File: src/rtl/mem_arbiter.sv
// ---------------------------------------------------------------------------
// mem_arbiter
//   Single-port RAM arbiter between the instruction-fetch requester and the
//   data (LDR/STR) requester. One access is in flight at a time. The FSM walks
//   IDLE -> ISSUE -> (WAIT ->) DONE -> IDLE. The winner gets its read data and a
//   one-cycle done pulse.
//
//   Optional build macro: MEM_ARB_FIXED_PRIO_EN
//     defined   : on a tie the data requester always wins
//     undefined : round-robin on ties; fetch wins the first tie after reset
//
// Ports
//   clk, rst              clock (rising edge), async active-high reset
//   if_req/if_addr        fetch request (level) and address
//   if_done/if_rdata      fetch completion pulse and held fetched word
//   d_req/d_we/d_addr/d_wdata  data request (level), store flag, address, data
//   d_done/d_rdata        data completion pulse and held load word
//   ram_en/ram_we/ram_addr/ram_wdata/ram_rdata  RAM control and data pins
//   busy                  high whenever the FSM is not IDLE
// ---------------------------------------------------------------------------
module mem_arbiter #(
    parameter int DWIDTH  = 16,
    parameter int AWIDTH  = 8,
    parameter int RAM_LAT = 1     // 1..4
) (
    input  logic              clk,
    input  logic              rst,
    input  logic              if_req,
    input  logic [AWIDTH-1:0] if_addr,
    output logic              if_done,
    output logic [DWIDTH-1:0] if_rdata,
    input  logic              d_req,
    input  logic              d_we,
    input  logic [AWIDTH-1:0] d_addr,
    input  logic [DWIDTH-1:0] d_wdata,
    output logic              d_done,
    output logic [DWIDTH-1:0] d_rdata,
    output logic              ram_en,
    output logic              ram_we,
    output logic [AWIDTH-1:0] ram_addr,
    output logic [DWIDTH-1:0] ram_wdata,
    input  logic [DWIDTH-1:0] ram_rdata,
    output logic              busy
);

    localparam int CW = 3;

    typedef enum logic [1:0] {IDLE, ISSUE, WAIT, DONE} state_t;
    typedef enum logic {OWN_IF = 1'b0, OWN_D = 1'b1} owner_t;

    // Transaction latched in IDLE; nothing on the request ports matters
    // again until the FSM is back in IDLE.
    typedef struct packed {
        owner_t              owner;
        logic                we;
        logic [AWIDTH-1:0]   addr;
        logic [DWIDTH-1:0]   wdata;
    } txn_t;

    state_t              state_q, state_d;
    txn_t                txn_q, txn_d;
    logic [CW-1:0]       cnt_q, cnt_d;
    logic [DWIDTH-1:0]   if_rdata_q, if_rdata_d;
    logic [DWIDTH-1:0]   d_rdata_q, d_rdata_d;
    owner_t              grant;
`ifndef MEM_ARB_FIXED_PRIO_EN
    owner_t              last_owner_q, last_owner_d;
`endif

    // Winner among the current requesters; only consumed in IDLE.
    always_comb begin
        grant = OWN_IF;
        if (if_req && d_req) begin
`ifdef MEM_ARB_FIXED_PRIO_EN
            grant = OWN_D;
`else
            grant = (last_owner_q == OWN_D) ? OWN_IF : OWN_D;
`endif
        end else if (d_req) begin
            grant = OWN_D;
        end
    end

    always_comb begin
        state_d    = state_q;
        txn_d      = txn_q;
        cnt_d      = cnt_q;
        if_rdata_d = if_rdata_q;
        d_rdata_d  = d_rdata_q;
`ifndef MEM_ARB_FIXED_PRIO_EN
        last_owner_d = last_owner_q;
`endif
        case (state_q)
            IDLE: begin
                if (if_req || d_req) begin
                    txn_d.owner = grant;
                    txn_d.we    = (grant == OWN_D) && d_we;
                    txn_d.addr  = (grant == OWN_D) ? d_addr : if_addr;
                    txn_d.wdata = (grant == OWN_D) ? d_wdata : '0;
`ifndef MEM_ARB_FIXED_PRIO_EN
                    last_owner_d = grant;
`endif
                    state_d = ISSUE;
                end
            end
            ISSUE: begin
                if (txn_q.we) begin
                    state_d = DONE;
                end else begin
                    cnt_d   = CW'(RAM_LAT);
                    state_d = WAIT;
                end
            end
            WAIT: begin
                cnt_d = cnt_q - CW'(1);
                // Count of 1 marks the cycle the RAM word is valid.
                if (cnt_q == CW'(1)) begin
                    if (txn_q.owner == OWN_D) d_rdata_d  = ram_rdata;
                    else                      if_rdata_d = ram_rdata;
                    state_d = DONE;
                end
            end
            DONE: begin
                state_d = IDLE;
            end
            default: state_d = IDLE;
        endcase
    end

    always_ff @(posedge clk or posedge rst) begin
        if (rst) begin
            state_q      <= IDLE;
            txn_q        <= '0;
            cnt_q        <= '0;
            if_rdata_q   <= '0;
            d_rdata_q    <= '0;
`ifndef MEM_ARB_FIXED_PRIO_EN
            last_owner_q <= OWN_D;
`endif
        end else begin
            state_q      <= state_d;
            txn_q        <= txn_d;
            cnt_q        <= cnt_d;
            if_rdata_q   <= if_rdata_d;
            d_rdata_q    <= d_rdata_d;
`ifndef MEM_ARB_FIXED_PRIO_EN
            last_owner_q <= last_owner_d;
`endif
        end
    end

    // Outputs decode registered state only, so reset clears them at once.
    assign ram_en    = (state_q == ISSUE);
    assign ram_we    = (state_q == ISSUE) && txn_q.we;
    assign ram_addr  = txn_q.addr;
    assign ram_wdata = txn_q.wdata;
    assign busy      = (state_q != IDLE);
    assign if_done   = (state_q == DONE) && (txn_q.owner == OWN_IF);
    assign d_done    = (state_q == DONE) && (txn_q.owner == OWN_D);
    assign if_rdata  = if_rdata_q;
    assign d_rdata   = d_rdata_q;

endmodule

File: config.mk
export PLATFORM = sky130hd
export DESIGN_NAME = mem_arbiter
export DESIGN_NICKNAME = d
export VERILOG_FILES = /design/src/rtl/mem_arbiter.sv
export SDC_FILE = /design/constraint.sdc
export NUM_CORES = 1
export LEC_CHECK = 0
export CAP_MARGIN = 40
export CORE_MARGIN = 4
export CORE_UTILIZATION = 47
export DETAILED_ROUTE_END_ITERATION = 12
export PLACE_DENSITY = 0.91
export SLEW_MARGIN = 40
export SYNTH_ARGS = -nofsm -noshare
export SYNTH_HDL_FRONTEND = slang
export SYNTH_SLANG_ARGS = --single-unit
File: constraint.sdc
create_clock -name clk -period 4.77 [get_ports clk]
set_clock_uncertainty 0.2 [all_clocks]
set_input_delay 1.1925 -clock clk [delete_from_list [all_inputs] [get_ports clk]]
set_output_delay 1.1925 -clock clk [all_outputs]
set_load 0.01 [all_outputs]
==> impl_metrics.ini, run 1 <==
[synth]
synthTopCellsByArea = dfrtp_1 55%, mux2_2 9.0%, buf_4 6.5%
synth_top_family_by_area = multiplexers
avgSynthCellArea_um2 = 13.5
synth-compound-area-share = 0.0992
synthSimpleGateAreaFrac = 0.0516
synth_cell_type_count = 36
netlist_instances = 214
ys_ff_latch = 64
synthMuxAreaShare = 0.169
synth_fa_ha_area_frac = 0.0303
synthesis.area_mm2 = 0.00289
synth_top_area_frac = 0.546
synth_top_area_cell = dfrtp_1
yosysSeqAreaShare = 0.555
synth_nets = 274
ys.warnings.count = 0
synth_xor_area_frac = 0

[timing]
post-route-min-period_ns = 3.29
max-slew-margin-rel = 0.588
grt_setup_unrepaired = no
max_freq_mhz = 304
finalHoldViolations = 0
drv_slew = 0
setup_viol = 0
final.setup.tns_ns = 0
worst_pin_slew_ns = 0.616
finalCritPeriodShare = 0.690

[min_path]
hold_path.class = reg -> reg

[clocking]
clkLatencyLatePin_ns = 0.33
cts.repair.resized = 0
cts_tree = built
cts_setup_buffers = 0
cts.htree.levels = 3
cts_made_buffers = 9
root_buffer = clkbuf_8
clock_path_buffers = 2
clkTransAtPathRegs_ns = 0.07
clock-sinks = 64
postCtsHoldBufs = 0

[worst_setup_path]
crit_type = reg -> out
cp.required_ns = 3.38
end_kind = output pin
crit_fanout = 5
start_kind = flop
critPathArrivalTime_ns = 1.90

[floorplan]
die_h_um = 86.4
die_w_um = 86.4
dieArea_mm2 = 0.00746
ios = 114
floorplan.initialDensity = 0.485
core_area_mm2 = 0.00596
rows = 28

[route]
wl_per_cell_um = 16.5
wl_um = 6400
viasPerCell = 5.02
vias = 1949
dr.pass1.iters = 4
drt_iter0_markers = 46
drc = 0
final_antenna_net_count = 0

[placed_design]
gp_congestion = 0.721
dp_hpwl_um = 4850
io_buffers = 113

[grt]
grt_pass1_vias = 2057
grt_overflow = 0
grtUsageTotal = 0.178
grt_pass1_wl_um = 10200
antenna_found_initial = 0
grt_max_degree = 49

[final_layout]
ff_latch_area_mm2 = 0.00160
antenna_cells = 0
fillCellCount = 445
drive_gt1_frac = 0.188
multiInputGateArea_mm2 = 0.00102
nNetsFinal = 368
syn2layout_area_growth_pct = 41.4

[outcome]
status = complete, no violations

[power]
power_density_mw_per_mm2 = 666
peakVddDrop_mv = 0.368
p_leak_uw = 0.00180
power_uw = 2720

[job]
maxCapViolCount = 0
cell families after synthesis:
group / after synthesis
AOI/OAI and AO/OA: 39
buffers and inverters: 39
muxes: 41
and+or+nand+nor: 24
DFF: 64
adders and majority gates: 7
layout by cell type, fill, tap and decap left out, types with 2 or more instances in the layout:
cell,count
a21o_1,2
a21oi_1,3
a22o_1,18
buf_4,2
clkbuf_8,9
clkdlybuf4s50_1,113
clkinv_2,3
clkinvlp_4,2
dfrtp_1,63
ha_1,7
inv_1,6
mux2_2,23
mux2_4,10
mux2i_1,8
nand2_1,10
nor2_1,2
nor2b_1,2
o21ai_0,9
final timing paths:
path / depth (start not counted) / start / endpoint / slack [ns]
worst max register to register: 5 / state_q[0]$_DFFE_PP0P_ / if_rdata[14]$_DFFE_PP0P_ / 2.41
worst max-delay path: 5 / state_q[1]$_DFFE_PP0P_ / ram_we / 1.48
min in group asynchronous: 2 / rst / if_rdata[1]$_DFFE_PP0P_ / 1.08
max in group asynchronous: 3 / rst / if_rdata[9]$_DFFE_PP0P_ / 2.65
worst min register to register: 2 / ram_addr[6]$_DFFE_PP0P_ / ram_addr[6]$_DFFE_PP0P_ / 0.28
worst min-delay path: 2 / ram_addr[6]$_DFFE_PP0P_ / ram_addr[6]$_DFFE_PP0P_ / 0.28
Yosys cell counts, drive strengths merged:
library cell	count
nand2	10
a31oi	1
nand2b	1
o21ai	10
nor2b	3
a21oi	3
a221oi	1
and2	1
and3b	1
ha	7
clkbuf	3
dfrtp	63
dfstp	1
and2b	1
nor2	3
nand3b	1
o22a	1
a21bo	1
a22o	18
or3	1
buf	29
inv	7
o21bai	1
a21o	2
mux2i	8
mux2	33
or2	1
o211ai	1
nand3	1
flip-flops by register name (all words and copies together), names as in the netlist:
name and count:
cnt_q 3, ram_addr 8, state_q 2, last_owner_q 1, ram_wdata 16, txn_q 2
if_rdata 16, d_rdata 16
worst max-delay path, cell delays in order (launching register included):
cell             delay (ns)
dfrtp_1                0.42
inv_1                  0.12
ha_1                   0.22
nand2_1                0.13
inv_1                  0.13
clkdlybuf4s50_1        0.55
final cells by class:
cell class                 instances  area share
tap                               75      0.0230
inverter                           7     0.00705
clock buffer                      10      0.0312
sequential                        64       0.392
multi-input combinational        111       0.251
timing repair buffer             115       0.281
clock inverter                     6      0.0147
report_power, final:
part / leakage (µW) / switching (µW) / internal, µW / total, µW
Combinational: 0.000930 / 505 / 794 / 1300
Clock: 0.0000920 / 203 / 238 / 442
Sequential: 0.000781 / 162 / 816 / 978
stage by stage:
step / hold slack (ns) / area (µm²) / worst slack [ns] / utilization / cells
floorplan: 0.251 / 2890 / 1.78 / - / 214
finish: 0.283 / 4080 / 1.48 / 0.686 / 388
CTS: 0.287 / 4080 / 1.46 / 0.684 / 388
global route: 0.318 / 4080 / 1.33 / 0.686 / 388
detailed placement: 0.272 / 3890 / 1.57 / 0.653 / 372
global placement: 0.262 / 3880 / 1.69 / 0.652 / 372
routing by layer:
layer / GRT usage / wire (µm)
met5: 0 / 0
met4: 0.0708 / 80
met3: 0.0475 / 628
met2: 0.283 / 3020
met1: 0.234 / 2670
Note: power is estimated with default switching activity, not from simulation.
==> run 2, diff against run 1 <==
CORE_UTILIZATION = 39   (was 47)
PLACE_DENSITY = 0.81   (was 0.91)
clock period = 2.7 ns   (was 4.77 ns; I/O delays follow)
==> impl_metrics.ini, run 2 (synthesized netlist as in run 1, its figures left out) <==
[worst_setup_path]
end_kind = output pin
cp.required_ns = 1.82
cp_top_family = buffers and inverters
path_cells = buf_4, ha_1, and2_1, clkdlybuf4s50_1
start_kind = flop
crit_type = reg -> out
critPathArrivalTime_ns = 1.72
critPathSlowestCell = clkdlybuf4s50_1
max_stage_delay_ns = 0.47
crit_fanout = 5
cp_num_buf_inv = 2

[floorplan]
die_h_um = 94.1
ios = 114
floorplan.initialDensity = 0.400
core_area_mm2 = 0.00721
die_w_um = 94.1
rows = 31
dieArea_mm2 = 0.00885

[route]
viasPerCell = 4.73
wl_um = 6350
drt_iter0_markers = 22
final_antenna_net_count = 0
vias = 1952
drc = 0
wl_per_cell_um = 15.4
dr.pass1.iters = 4

[clocking]
postCtsHoldBufs = 0
cts_made_buffers = 9
root_buffer = clkbuf_8
clkLatencyLatePin_ns = 0.33
clock_path_buffers = 2
cts_tree = built
clkTransAtPathRegs_ns = 0.06
clock-sinks = 64
cts.htree.levels = 3

[timing]
grt_setup_unrepaired = no
final.setup.tns_ns = 0
setup_viol = 0
max-slew-margin-rel = 0.712
post-route-min-period_ns = 2.60
drv_slew = 0
finalCritPeriodShare = 0.962
worst_pin_slew_ns = 0.432
max_freq_mhz = 385
finalHoldViolations = 0

[grt]
grtUsageTotal = 0.154
grt_max_degree = 36
antenna_found_initial = 0
grt_pass1_vias = 2131
grt_pass1_wl_um = 10400
grt_overflow = 0

[final_layout]
nNetsFinal = 371
final_cell_mix = 110 x clkdlybuf4s50_1, 63 x dfrtp_1, 23 x mux2_2
syn2layout_area_growth_pct = 43.8
fin_area_mm2 = 0.00415
antenna_cells = 0
drive_gt1_frac = 0.194
final_common_cell = clkdlybuf4s50_1

[placed_design]
dp_hpwl_um = 4790
io_buffers = 113
placed_area_mm2 = 0.00393
gp_congestion = 0.735

[power]
power_density_mw_per_mm2 = 1180
peakVddDrop_mv = 0.502
p_leak_uw = 0.00186

[job]
maxCapViolCount = 0

[min_path]
hold_path.class = reg -> reg

[outcome]
status = complete, no violations
==> run 2: changes by cell type in the layout (fill, tap and decap cells not counted), sizes merged <==
| cell | before | now |
|---|---|---|
| clkdlybuf4s50 | 113 | 110 |
| dlygate4sd2 | 0 | 1 |
| clkinv | 3 | 2 |
| dlymetal6s2s | 0 | 2 |
| buf | 2 | 5 |
| bufinv | 1 | 2 |
| clkinvlp | 2 | 0 |
==> run 2: repair_timing <==
action                                  CTS  global route
pin swaps                                 0             0
hold endpoints to repair                  0             0
gates resized for setup                   2             2
endpoints found under the setup margin    1             1
buffers inserted                          0             1
==> run 2: cell type report <==
type / count / area, µm²
clock inverters: 4 / 70.1
inverters: 7 / 26.3
repair buffers: 118 / 1170
clock buffers: 10 / 138
flip-flops and latches: 64 / 1600
well taps: 99 / 124
fillers: 607 / 3060
multi-input cells: 111 / 1020
==> run 2: final timing paths <==
kind	from	endpoint	slack [ns]	cells after the start
min in group asynchronous	rst	if_rdata[10]$_DFFE_PP0P_	0.53	3
max in group asynchronous	rst	last_owner_q$_DFFE_PP1P_	1.40	3
max reg2reg	state_q[0]$_DFFE_PP0P_	if_rdata[11]$_DFFE_PP0P_	0.45	6
min reg2reg	ram_addr[0]$_DFFE_PP0P_	ram_addr[0]$_DFFE_PP0P_	0.28	2
min	ram_addr[0]$_DFFE_PP0P_	ram_addr[0]$_DFFE_PP0P_	0.28	2
max	state_q[1]$_DFFE_PP0P_	d_done	0.10	4
==> run 2: worst register-to-register path, stage by stage (launching register included) <==
cell and delay, ns:
dfrtp_1 0.42, inv_1 0.13, ha_1 0.31, nor2b_4 0.25, and3b_1 0.17, buf_4 0.29, mux2_2 0.38
==> run 2: layer usage <==
metal	up-vias	routed length, µm	track usage
met5	-	0	0
met1	963	2600	0.187
met2	65	3250	0.258
li1	916	-	-
met3	8	426	0.0545
met4	0	75	0.0433
==> run 2: per-stage QoR <==
stage / power, µW / hold WS [ns] / cells / setup WS, ns / utilization
2_1_floorplan: 3100 / 0.251 / 214 / 0.229 / -
3_3_place_gp: 3980 / 0.264 / 398 / 0.320 / 0.545
3_5_place_dp: 4070 / 0.272 / 398 / 0.257 / 0.545
4_1_cts: 4960 / 0.287 / 412 / 0.00263 / 0.574
5_1_grt: 5220 / 0.324 / 413 / 0.0145 / 0.575
6_report: 4890 / 0.276 / 413 / 0.103 / 0.575
==> run 2: where the power goes <==
group          total, µW  switching [µW]  internal (µW)
Combinational       2290             881           1410
Sequential          1730             290           1440
Clock                874             342            531
Total               4890            1510           3380
==> run 3, diff against run 2 <==
CORE_UTILIZATION = 43   (was 39)
PLACE_DENSITY = 0.84   (was 0.81)
clock period = 2.8 ns   (was 2.7 ns; I/O delays follow)
==> impl_metrics.ini, run 3 (synthesized netlist as in run 1, its figures left out) <==
[grt]
grt_overflow = 0
grt_pass1_wl_um = 11000
grtUsageTotal = 0.168
grt_max_degree = 36
grt_pass1_vias = 2185
antenna_found_initial = 0

[worst_setup_path]
start_kind = flop
crit_fanout = 4
crit_cells = 4
critPathMostFrequentCell = inv_1
critPathLaunch = state_q[0]$_DFFE_PP0P_
reg2reg_slack_ns = 0.54
crit_type = reg -> out
critPathSlowestCell = clkdlybuf4s50_1
cp_top_family = buffers and inverters
max_stage_delay_ns = 0.58
end_kind = output pin
cp.required_ns = 1.90
critPathArrivalTime_ns = 1.76
rr_startpoint = state_q[0]$_DFFE_PP0P_
crit_path_end = busy
cp_num_buf_inv = 3
path_cells = inv_1, ha_1, inv_1, clkdlybuf4s50_1
r2r_end = if_rdata[10]$_DFFE_PP0P_
reg2reg_depth = 6

[timing]
drv_slew = 0
setup_viol = 0
finalHoldViolations = 0
max_freq_mhz = 376
holdWs_ns = 0.281
grt_setup_unrepaired = no
worst_pin_slew_ns = 0.429
final.setup.tns_ns = 0
max-slew-margin-rel = 0.714
post-route-min-period_ns = 2.66
finalCritPeriodShare = 0.950

[power]
clkPwrFrac = 0.169
comb_power_share = 0.476
swShare = 0.315
power_density_mw_per_mm2 = 1140
peakVddDrop_mv = 0.577
p_int_uw = 3210
seq_power_share = 0.356
power_uw = 4690
p_switching_uw = 1480
p_leak_uw = 0.00185

[floorplan]
floorplan.initialDensity = 0.450
core_area_mm2 = 0.00642
dieArea_mm2 = 0.00809
die_w_um = 90.0
ios = 114
rows = 29
die_h_um = 90.0

[final_layout]
fin_util = 0.643
final_cell_mix = 112 x clkdlybuf4s50_1, 63 x dfrtp_1, 23 x mux2_2
final_common_cell = clkdlybuf4s50_1
multiInputGateArea_mm2 = 0.00102
syn2layout_area_growth_pct = 42.9
fillCellCount = 507
antenna_cells = 0
nNetsFinal = 371
drive_gt1_frac = 0.193
stdcell_count = 393
ff_latch_area_mm2 = 0.00160

[placed_design]
dp_hpwl_um = 4780
gp_congestion = 0.799
placed_cells = 377
io_buffers = 113

[route]
drt_iter0_markers = 45
dr.pass1.iters = 4
vias = 1985
final_antenna_net_count = 0
wl_um = 6500
drc = 0
viasPerCell = 5.05
wl_per_cell_um = 16.5

[clocking]
cts_setup_buffers = 0
root_buffer = clkbuf_8
cts_tree = built
cts_made_buffers = 9
clkLatencyLatePin_ns = 0.33
clkTransAtPathRegs_ns = 0.07
cts.htree.levels = 3
cts.repair.resized = 0
clock_path_buffers = 2
postCtsHoldBufs = 0
clock-sinks = 64

[min_path]
hold_path.class = reg -> reg
whs_path_depth = 2

[job]
maxCapViolCount = 0

[outcome]
status = complete, no violations
run 3: worst reg2reg max path: cells and delay by family, from the launching register on:
family                   cells  cell delay [ns]
adder cells (fa/ha/maj)      1             0.30
buffers and inverters        2             0.41
flip-flops                   1             0.42
multiplexers                 1             0.39
AND/OR/NAND/NOR              2             0.43
run 3: layout make-up:
class | count | area share
flip-flops and latches | 64 | 0.388
inverters | 7 | 0.00637
clock buffers | 13 | 0.0385
multi-input cells | 111 | 0.247
repair buffers | 118 | 0.287
well taps | 77 | 0.0233
clock inverters | 3 | 0.00970
run 3: power by group through the flow:
stage	sequential [µW]	clock (µW)	combinational, µW
floorplan	1730	0	1260
global placement	1660	0	2200
detailed placement	1680	0	2240
CTS	1670	817	2260
global route	1730	851	2410
finish	1670	791	2230
run 3: how the worst min path moves through the flow:
stage	to	start	slack, ns
4_1_cts	ram_addr[1]$_DFFE_PP0P_	ram_addr[1]$_DFFE_PP0P_	0.29
2_1_floorplan	ram_addr[0]$_DFFE_PP0P_	ram_addr[0]$_DFFE_PP0P_	0.25
5_1_grt	ram_addr[0]$_DFFE_PP0P_	ram_addr[0]$_DFFE_PP0P_	0.32
3_3_place_gp	ram_addr[1]$_DFFE_PP0P_	ram_addr[1]$_DFFE_PP0P_	0.26
6_report	ram_addr[1]$_DFFE_PP0P_	ram_addr[1]$_DFFE_PP0P_	0.28
3_5_place_dp	ram_addr[1]$_DFFE_PP0P_	ram_addr[1]$_DFFE_PP0P_	0.27
run 3: through the flow:
stage               cell area, µm²  setup slack, ns
floorplan                     2890            0.304
global route                  4130           0.0417
detailed placement            3920            0.361
finish                        4130            0.139
CTS                           4120           0.0140
global placement              3920            0.416
run 3: metal layers:
| metal | track usage | part of all wire | vias to the layer above |
|---|---|---|---|
| met4 | 0.0663 | 0.016 | 0 |
| met5 | 0 | 0 | - |
| met2 | 0.286 | 0.51 | 68 |
| met1 | 0.208 | 0.43 | 984 |
| met3 | 0.0392 | 0.046 | 10 |
| li1 | - | - | 923 |
